--- config.mk ---
export PLATFORM = sky130hd
export DESIGN_NAME = if_stage
export DESIGN_NICKNAME = d
export VERILOG_FILES = /design/src/rtl/if_stage.sv
export SDC_FILE = /design/constraint.sdc
export NUM_CORES = 1
export LEC_CHECK = 0
export CAP_MARGIN = 15
export CELL_PAD_IN_SITES_DETAIL_PLACEMENT = 0
export CELL_PAD_IN_SITES_GLOBAL_PLACEMENT = 1
export CORE_ASPECT_RATIO = 0.75
export CORE_MARGIN = 2
export CORE_UTILIZATION = 39
export DETAILED_ROUTE_END_ITERATION = 10
export GPL_TIMING_DRIVEN = 0
export PLACE_DENSITY = 0.74
export REMOVE_ABC_BUFFERS = 1
export SLEW_MARGIN = 25
export SYNTH_ARGS = -nofsm -noshare
export SYNTH_HDL_FRONTEND = slang
export SYNTH_SLANG_ARGS = --single-unit
--- constraint.sdc ---
create_clock -name clk -period 17.2 [get_ports clk]
set_clock_uncertainty 0.15 [all_clocks]
set_input_delay 1.72 -clock clk [delete_from_list [all_inputs] [get_ports clk]]
set_output_delay 1.72 -clock clk [all_outputs]
set_load 0.1 [all_outputs]
--- src/rtl/if_stage.sv ---
// Instruction-fetch stage: owns the fetch PC, keeps up to two requests in
// flight on the instruction-memory interface, buffers returned words in a
// 2-entry queue and hands {PC+4, inst} to decode. A branch redirect takes
// effect when its delay slot is handed over; wrong-path words are cancelled.
module if_stage #(
    parameter logic [31:0] RESET_PC = 32'hBFC0_0000
) (
    input  logic        clk,
    input  logic        reset,
    input  logic [32:0] ID_to_PC_bus,
    input  logic        ID_allow_in,
    output logic        IF_to_ID_valid,
    output logic [63:0] IF_to_ID_bus,
    output logic        inst_req,
    output logic [31:0] inst_addr,
    input  logic        inst_addr_ok,
    input  logic [31:0] inst_rdata,
    input  logic        inst_data_ok
);

    logic [31:0]       fetch_pc;
    logic [1:0]        fcnt;
    logic [1:0]        outstanding;
    logic [1:0]        cancel_cnt;
    logic [1:0][31:0]  fq_pc;
    logic [1:0][31:0]  fq_inst;
    logic [1:0][31:0]  pq_pc;

    logic        accept;
    logic        resp;
    logic        handover;
    logic        flush;
    logic        drop;
    logic        push;
    logic [1:0]  outstanding_next;
    logic [31:0] resp_pc;

    // Credit rule: words in flight plus words buffered never exceed the queue
    // depth, so a returning word always finds room. Registered state only.
    assign inst_req  = ({1'b0, outstanding} + {1'b0, fcnt}) < 3'd2;
    assign inst_addr = fetch_pc;
    assign accept    = inst_req & inst_addr_ok;
    assign resp      = inst_data_ok & (outstanding != 2'd0);
    assign resp_pc   = pq_pc[0];

    assign IF_to_ID_valid = (fcnt != 2'd0);
    assign IF_to_ID_bus   = IF_to_ID_valid ? {fq_pc[0] + 32'd4, fq_inst[0]} : 64'd0;

    // The handed-over head is the delay slot; everything behind it is wrong-path.
    assign handover = IF_to_ID_valid & ID_allow_in;
    assign flush    = handover & ID_to_PC_bus[0];
    assign drop     = resp & (flush | (cancel_cnt != 2'd0));
    assign push     = resp & ~drop;

    assign outstanding_next = outstanding + {1'b0, accept} - {1'b0, resp};

    // Fetch PC and in-flight / cancel counters.
    always_ff @(posedge clk or posedge reset) begin
        if (reset) begin
            fetch_pc    <= RESET_PC;
            outstanding <= 2'd0;
            cancel_cnt  <= 2'd0;
        end else begin
            outstanding <= outstanding_next;
            if (flush) begin
                fetch_pc   <= {ID_to_PC_bus[32:3], 2'b00};
                cancel_cnt <= outstanding_next;
            end else begin
                if (accept)
                    fetch_pc <= fetch_pc + 32'd4;
                if (resp && cancel_cnt != 2'd0)
                    cancel_cnt <= cancel_cnt - 2'd1;
            end
        end
    end

    // Pending-pc queue: remembers the address of each request in flight so the
    // returning word can be tagged. Its occupancy equals outstanding.
    always_ff @(posedge clk or posedge reset) begin
        if (reset) begin
            pq_pc <= '0;
        end else begin
            case ({resp, accept})
                2'b01: begin
                    if (outstanding == 2'd0) pq_pc[0] <= fetch_pc;
                    else                     pq_pc[1] <= fetch_pc;
                end
                2'b10: pq_pc[0] <= pq_pc[1];
                2'b11: begin
                    if (outstanding == 2'd1) begin
                        pq_pc[0] <= fetch_pc;
                    end else begin
                        pq_pc[0] <= pq_pc[1];
                        pq_pc[1] <= fetch_pc;
                    end
                end
                default: ;
            endcase
        end
    end

    // Instruction queue toward decode; a flush keeps only the delay slot,
    // which leaves this cycle, so the queue empties.
    always_ff @(posedge clk or posedge reset) begin
        if (reset) begin
            fcnt    <= 2'd0;
            fq_pc   <= '0;
            fq_inst <= '0;
        end else if (flush) begin
            fcnt <= 2'd0;
        end else begin
            case ({handover, push})
                2'b01: begin
                    if (fcnt == 2'd0) begin
                        fq_pc[0]   <= resp_pc;
                        fq_inst[0] <= inst_rdata;
                    end else begin
                        fq_pc[1]   <= resp_pc;
                        fq_inst[1] <= inst_rdata;
                    end
                    fcnt <= fcnt + 2'd1;
                end
                2'b10: begin
                    fq_pc[0]   <= fq_pc[1];
                    fq_inst[0] <= fq_inst[1];
                    fcnt       <= fcnt - 2'd1;
                end
                2'b11: begin
                    if (fcnt == 2'd1) begin
                        fq_pc[0]   <= resp_pc;
                        fq_inst[0] <= inst_rdata;
                    end else begin
                        fq_pc[0]   <= fq_pc[1];
                        fq_inst[0] <= fq_inst[1];
                        fq_pc[1]   <= resp_pc;
                        fq_inst[1] <= inst_rdata;
                    end
                end
                default: ;
            endcase
        end
    end

endmodule

# After elaboration in Yosys (flattened, before gate mapping)
# Cells that the tools add are included.
[word_totals]
wordCells = 84
out_inout_bits = 98
input_bits = 70
ff_bits = 230
[classes]
reduce_logical = 17
muxes = 25
addsub = 8
n_lt_le_gt_ge = 1
n_eq_ne = 14
bitwise_logic = 9
[op_table]
columns = ["op", "n"]
rows = [
  ["32-bit two-way mux", 14],
  ["32-bit case mux with 3 select lines", 3],
  ["32-bit case mux with 2 select lines", 3],
  ["32-bit by 3-bit adder with 32-bit output (second input constant)", 2],
  ["64-bit two-way mux", 1],
  ["2-bit nonzero test", 7],
  ["2-bit inequality test (second input constant)", 6],
  ["3-bit nonzero test", 3],
  ["2-bit by 1-bit equality test with 1-bit output (second input constant)", 4],
  ["2-bit equality test (second input constant)", 4],
  ["1-bit bitwise AND", 6],
  ["2-bit two-way mux", 3],
  ["3-bit AND reduction", 2],
  ["2-bit logical NOT", 2],
  ["2-bit case mux with 2 select lines", 1],
  ["4-bit AND reduction", 1],
  ["2-bit by 1-bit subtractor with 2-bit output (second input constant)", 2],
  ["2-bit by 2-bit adder with 3-bit output", 1],
  ["3-bit by 2-bit less-than comparator with 1-bit output (second input constant)", 1],
  ["2-bit by 1-bit adder with 2-bit output", 1],
  ["2-bit by 1-bit adder with 2-bit output (second input constant)", 1],
  ["1-bit inverter", 2],
  ["2-bit AND reduction", 1],
  ["2-bit by 1-bit subtractor with 2-bit output", 1],
  ["other kinds (2)", 2],
]

# Depth between registers and ports, before layout
# Gate-level depths: netlist of run 1.
[logic_depth]
depth_word = 10
mapped_depth = 12

# Least setup slack after synthesis of run 1
# OpenSTA, ideal clock, no wires.
[synth_timing]
path_type = "flip-flop to output port"
from = "reg fcnt[1]"
to = "out IF_to_ID_bus[33]"
path_slack_ps = 12407
t_arrival_ps = 2923
path_buffers = 3
required_ps = 15330
path_stages_with_launch = 7
cell_sequence = "dfrtp_1 inv_1 ha_1 clkbuf_1 clkbuf_1 nor2b_1 buf_4"
[synth_via]
elab_chain_len = 2
[synth_lines]
columns = ["element", "line", "text"]
rows = [
  ["start: declaration", "22", "logic [1:0] fcnt;"],
  ["start signal: assignment", "121", "fcnt <= fcnt + 2'd1;"],
  ["start signal: assignment", "126", "fcnt <= fcnt - 2'd1;"],
  ["2-bit nonzero test", "46", "assign IF_to_ID_valid = (fcnt != 2'd0);"],
  ["64-bit two-way mux", "47", "assign IF_to_ID_bus = IF_to_ID_valid ? {fq_pc[0] + 32'd4, fq_inst[0]} : 64'd0;"],
  ["end: declaration", "13", "output logic [63:0] IF_to_ID_bus,"],
]
# Every way passes these cells.

# Worst setup path in the final report of run 1
[layout_timing]
from = "reg fq_pc[9] (netlist bit)"
to = "out IF_to_ID_bus[58]"
[layout_via]
elab_chain_len = 2
[layout_lines]
columns = ["element", "line", "text"]
rows = [
  ["start: declaration", "25", "logic [1:0][31:0] fq_pc;"],
  ["32-bit by 3-bit adder with 32-bit output", "47", ""],
  ["64-bit two-way mux", "47", ""],
]
# Every way passes these cells.

==> results.txt, run 1 <==
----------------------------------------------------
[Clocking]
  Clk slew on worst S/H paths ... 70 ps
  CTS Buf Count ... 24
  Deepest level of the CTS H-tree ... 1
  Buffer levels on the longest clock path ... 3
  Clock tree from TritonCTS ... built
  Clock tree root driver cell ... sky130_fd_sc_hd__clkbuf_16
  Post-cts hold buffer count ... 0
  Latest clock arrival within the worst-skew pair ... 510 ps
  Post-CTS Repair Setup Buffers ... 0
  Clock Sinks ... 223
  Post-cts gate resize count ... 0

[Routing]
  First-pass DRT Iterations ... 6
  DRC marker count from the first detailed-route iteration ... 363
  Total via count after detailed routing ... 8,180
  Number of vias per cell after detailed routing ... 5.19
  Routed WL per cell ... 16.8 um
  Final wirelength ... 26,500 um
  DRC violation count after routing ... 0
  Antenna viol nets, final ... 0

[Job]
  Count of maximum capacitance violations ... 0

[Die]
  Top Ports ... 168
  Number of placement rows ... 53
  Initial cell density of the core ... 0.393
  Placeable core region ... 0.0278 mm^2
  Die Y-Extent ... 149 um
  Die width ... 197 um
  Full die area ... 0.0294 mm^2

[Logic synthesis]
  Count of flip-flops with a built-in enable after synthesis ... 0
  Share of flip-flops with an asynchronous set or reset after synthesis ... 1.00
  Fraction of the yosys area taken by sequential cells ... 0.512
  Area share of the largest cell type after synthesis ... 0.490
  Flip-flop and latch count after synthesis ... 223
  Main flop type after synthesis ... sky130_fd_sc_hd__dfrtp_1
  Distinct cell type count of the synthesized netlist ... 46
  Yosys warnings ... 0
  Dominant cell by count in the synthesized netlist ... sky130_fd_sc_hd__dfrtp_1
  Syn_area_per_cell ... 10.3 um^2
  Cell Area, Synth ... 0.0109 mm^2
  Most common library cells after synthesis ... sky130_fd_sc_hd__dfrtp_1 (214), sky130_fd_sc_hd__nand2_1 (150), sky130_fd_sc_hd__o21ai_0 (102), sky130_fd_sc_hd__mux2_2 (91), sky130_fd_sc_hd__nor2_1 (73)
  Count of mapped cells out of synthesis ... 1,064
  Biggest area contributors in the synthesized netlist ... sky130_fd_sc_hd__dfrtp_1 (49%), sky130_fd_sc_hd__mux2_2 (9.4%), sky130_fd_sc_hd__nand2_1 (5.2%)
  Cell accounting for the most synthesized area ... sky130_fd_sc_hd__dfrtp_1

[STA]
  Max Slew Vio Count ... 0
  Number of failing hold endpoints at the final stage ... 0
  Shortest period the worst path allows ... 5500 ps
  Achievable clock frequency ... 182 MHz
  Sum Neg Setup Slack ... 0 ps
  Unrepaired setup endpoints after global routing ... no
  Slew headroom ... 0.281
  Post-route clock period utilization ... 0.320
  Worst-margin pin slew ... 1070 ps
  Number of failing setup endpoints in the final timing report ... 0

[GRT]
  Largest net degree at the start of global routing ... 84
  First-pass GRT wire length ... 43,200 um
  Antenna violations before repair ... 0
  Overflow after GRT ... 0
  Global router's overall resource usage ... 0.182
  Number of global-route vias before repair ... 7,909

[Critical path]
  Crit. Startpoint ... fq_pc[9]
  Critical path data required time ... 15,330 ps
  Critical-path top delay cell ... sky130_fd_sc_hd__clkdlybuf4s50_1
  Critical path startpoint category ... flop
  Crit path capture type ... primary output
  FF-to-FF Start ... outstanding[1]
  Maximum fanout along the worst path ... 10
  Critical path class ... reg -> out
  Critical Path Max Stage Delay ... 1170 ps
  Buf/Inv on CP ... 1
  Cell family with most CP delay ... simple AND/OR/NAND/NOR gates
  Cell-by-cell listing of the critical path ... and4_1 -> nand4_1 -> nor4b_1 -> xnor2_1 -> nor2_1 -> clkdlybuf4s50_1
  Arrival time of the worst setup path ... 3630 ps

[Placed design]
  Port Buffers ... 163
  DP Wirelength ... 18,300 um
  Routability Congestion ... 0.780

[Outcome]
  Result of the run ... finished clean

[Final layout]
  Post-synthesis to final-layout area growth ... 28.2%
  Proportion of layout cells with a drive suffix above 1 ... 0.142
  Layout Nets ... 1,282

[Worst hold path]
  Worst hold-check path type ... reg -> reg
  Hold Crit Start ... fq_inst[9]

----------------------------------------------------
## cell families after synthesis
group | count (synthesis) | share of synthesized area
xor+xnor | 58 | 0.0465
flops | 223 | 0.512
fa+ha+maj | 11 | 0.0133
other cells | 1 | 0.000343
buf+inv | 85 | 0.0326
compound gates | 206 | 0.117
mux | 125 | 0.125
simple gates | 355 | 0.154
## final timing paths
kind	to	slack [ps]	depth (start not counted)
max in group asynchronous	fq_inst[41]	14200	4
max	IF_to_ID_bus[58]	11700	6
min reg2reg	fq_inst[9]	320	2
max reg2reg	pq_pc[49]	13330	8
min in group asynchronous	inst_addr[11]	1540	2
min	fq_inst[9]	320	2
## stage by stage
step	hold WS (ps)	instances	util	setup slack (ps)	area, um^2
floorplan	291	995	-	9240	10600
CTS	322	1575	0.504	11590	14000
global route	343	1575	0.504	11310	14000
global placement	304	1515	0.457	6020	12700
finish	318	1576	0.504	11700	14000
detailed placement	308	1532	0.477	12160	13300
## registers in the layout, summed over array words and instances, names as in the netlist
| signal | cells |
|---|---|
| resp_pc | 31 |
| fcnt | 2 |
| outstanding | 2 |
| fq_inst | 64 |
| fq_pc | 62 |
| inst_addr | 30 |
| pq_pc | 30 |
| cancel_cnt | 2 |
## area by class of cell
| cell class | count | area, um^2 |
|---|---|---|
| Inverter | 15 | 63.8 |
| Clock inverter | 8 | 42.5 |
| Timing Repair Buffer | 180 | 2060 |
| Tap cell | 357 | 447 |
| Clock buffer | 35 | 713 |
| Fill cell | 2532 | 13800 |
| Antenna cell | 1 | 2.50 |
| Sequential cell | 223 | 5590 |
| Multi-Input combinational cell | 757 | 5090 |
## placed cells by master, fill, tap and decap left out, drive strengths merged, types with 32 or more instances in the layout
| cell | n |
|---|---|
| dfrtp | 214 |
| clkdlybuf4s50 | 163 |
| nand2 | 151 |
| o21ai | 102 |
| mux2 | 91 |
| nor2 | 73 |
| a22oi | 61 |
| nor2b | 37 |
| clkbuf | 35 |
| mux2i | 34 |
| xor2 | 33 |
| o31ai | 32 |
## worst reg2reg max path, stage by stage, from the launching register on
cell	delay [ps]
sky130_fd_sc_hd__dfrtp_1	610
sky130_fd_sc_hd__fa_1	530
sky130_fd_sc_hd__or3b_1	580
sky130_fd_sc_hd__inv_1	260
sky130_fd_sc_hd__ha_1	300
sky130_fd_sc_hd__mux2i_1	160
sky130_fd_sc_hd__o22ai_4	550
sky130_fd_sc_hd__buf_16	240
sky130_fd_sc_hd__mux2_2	360
## per-layer routing
metal	GRT usage	part of all wire	wire, um
met5	0	0	0
met3	0.0289	0.041	1080
met1	0.270	0.50	13100
met4	0.0301	0.011	282
met2	0.285	0.45	12000
Power of run 1 is not shown: default switching activity piles up to over one toggle a cycle in this logic, so the estimate is an artifact.
==> run 2, diff against run 1 <==
==> constraint.sdc (replaced) <==
create_clock -name clk -period 5.4 [get_ports clk]
set_clock_uncertainty 0.15 [all_clocks]
set_input_delay 0.54 -clock clk [delete_from_list [all_inputs] [get_ports clk]]
set_output_delay 0.54 -clock clk [all_outputs]
set_load 0.1 [all_outputs]
==> results of run 2 <==
Same layout as run 1 (identical final DEF). Status: finished clean.
Main changes from that run: setup slack after placement 12160 ps -> 1540 ps; setup slack after layout 11700 ps -> 1080 ps; register-to-register setup slack 13330 ps -> 1530 ps
Power of run 2 is left out for the same reason.
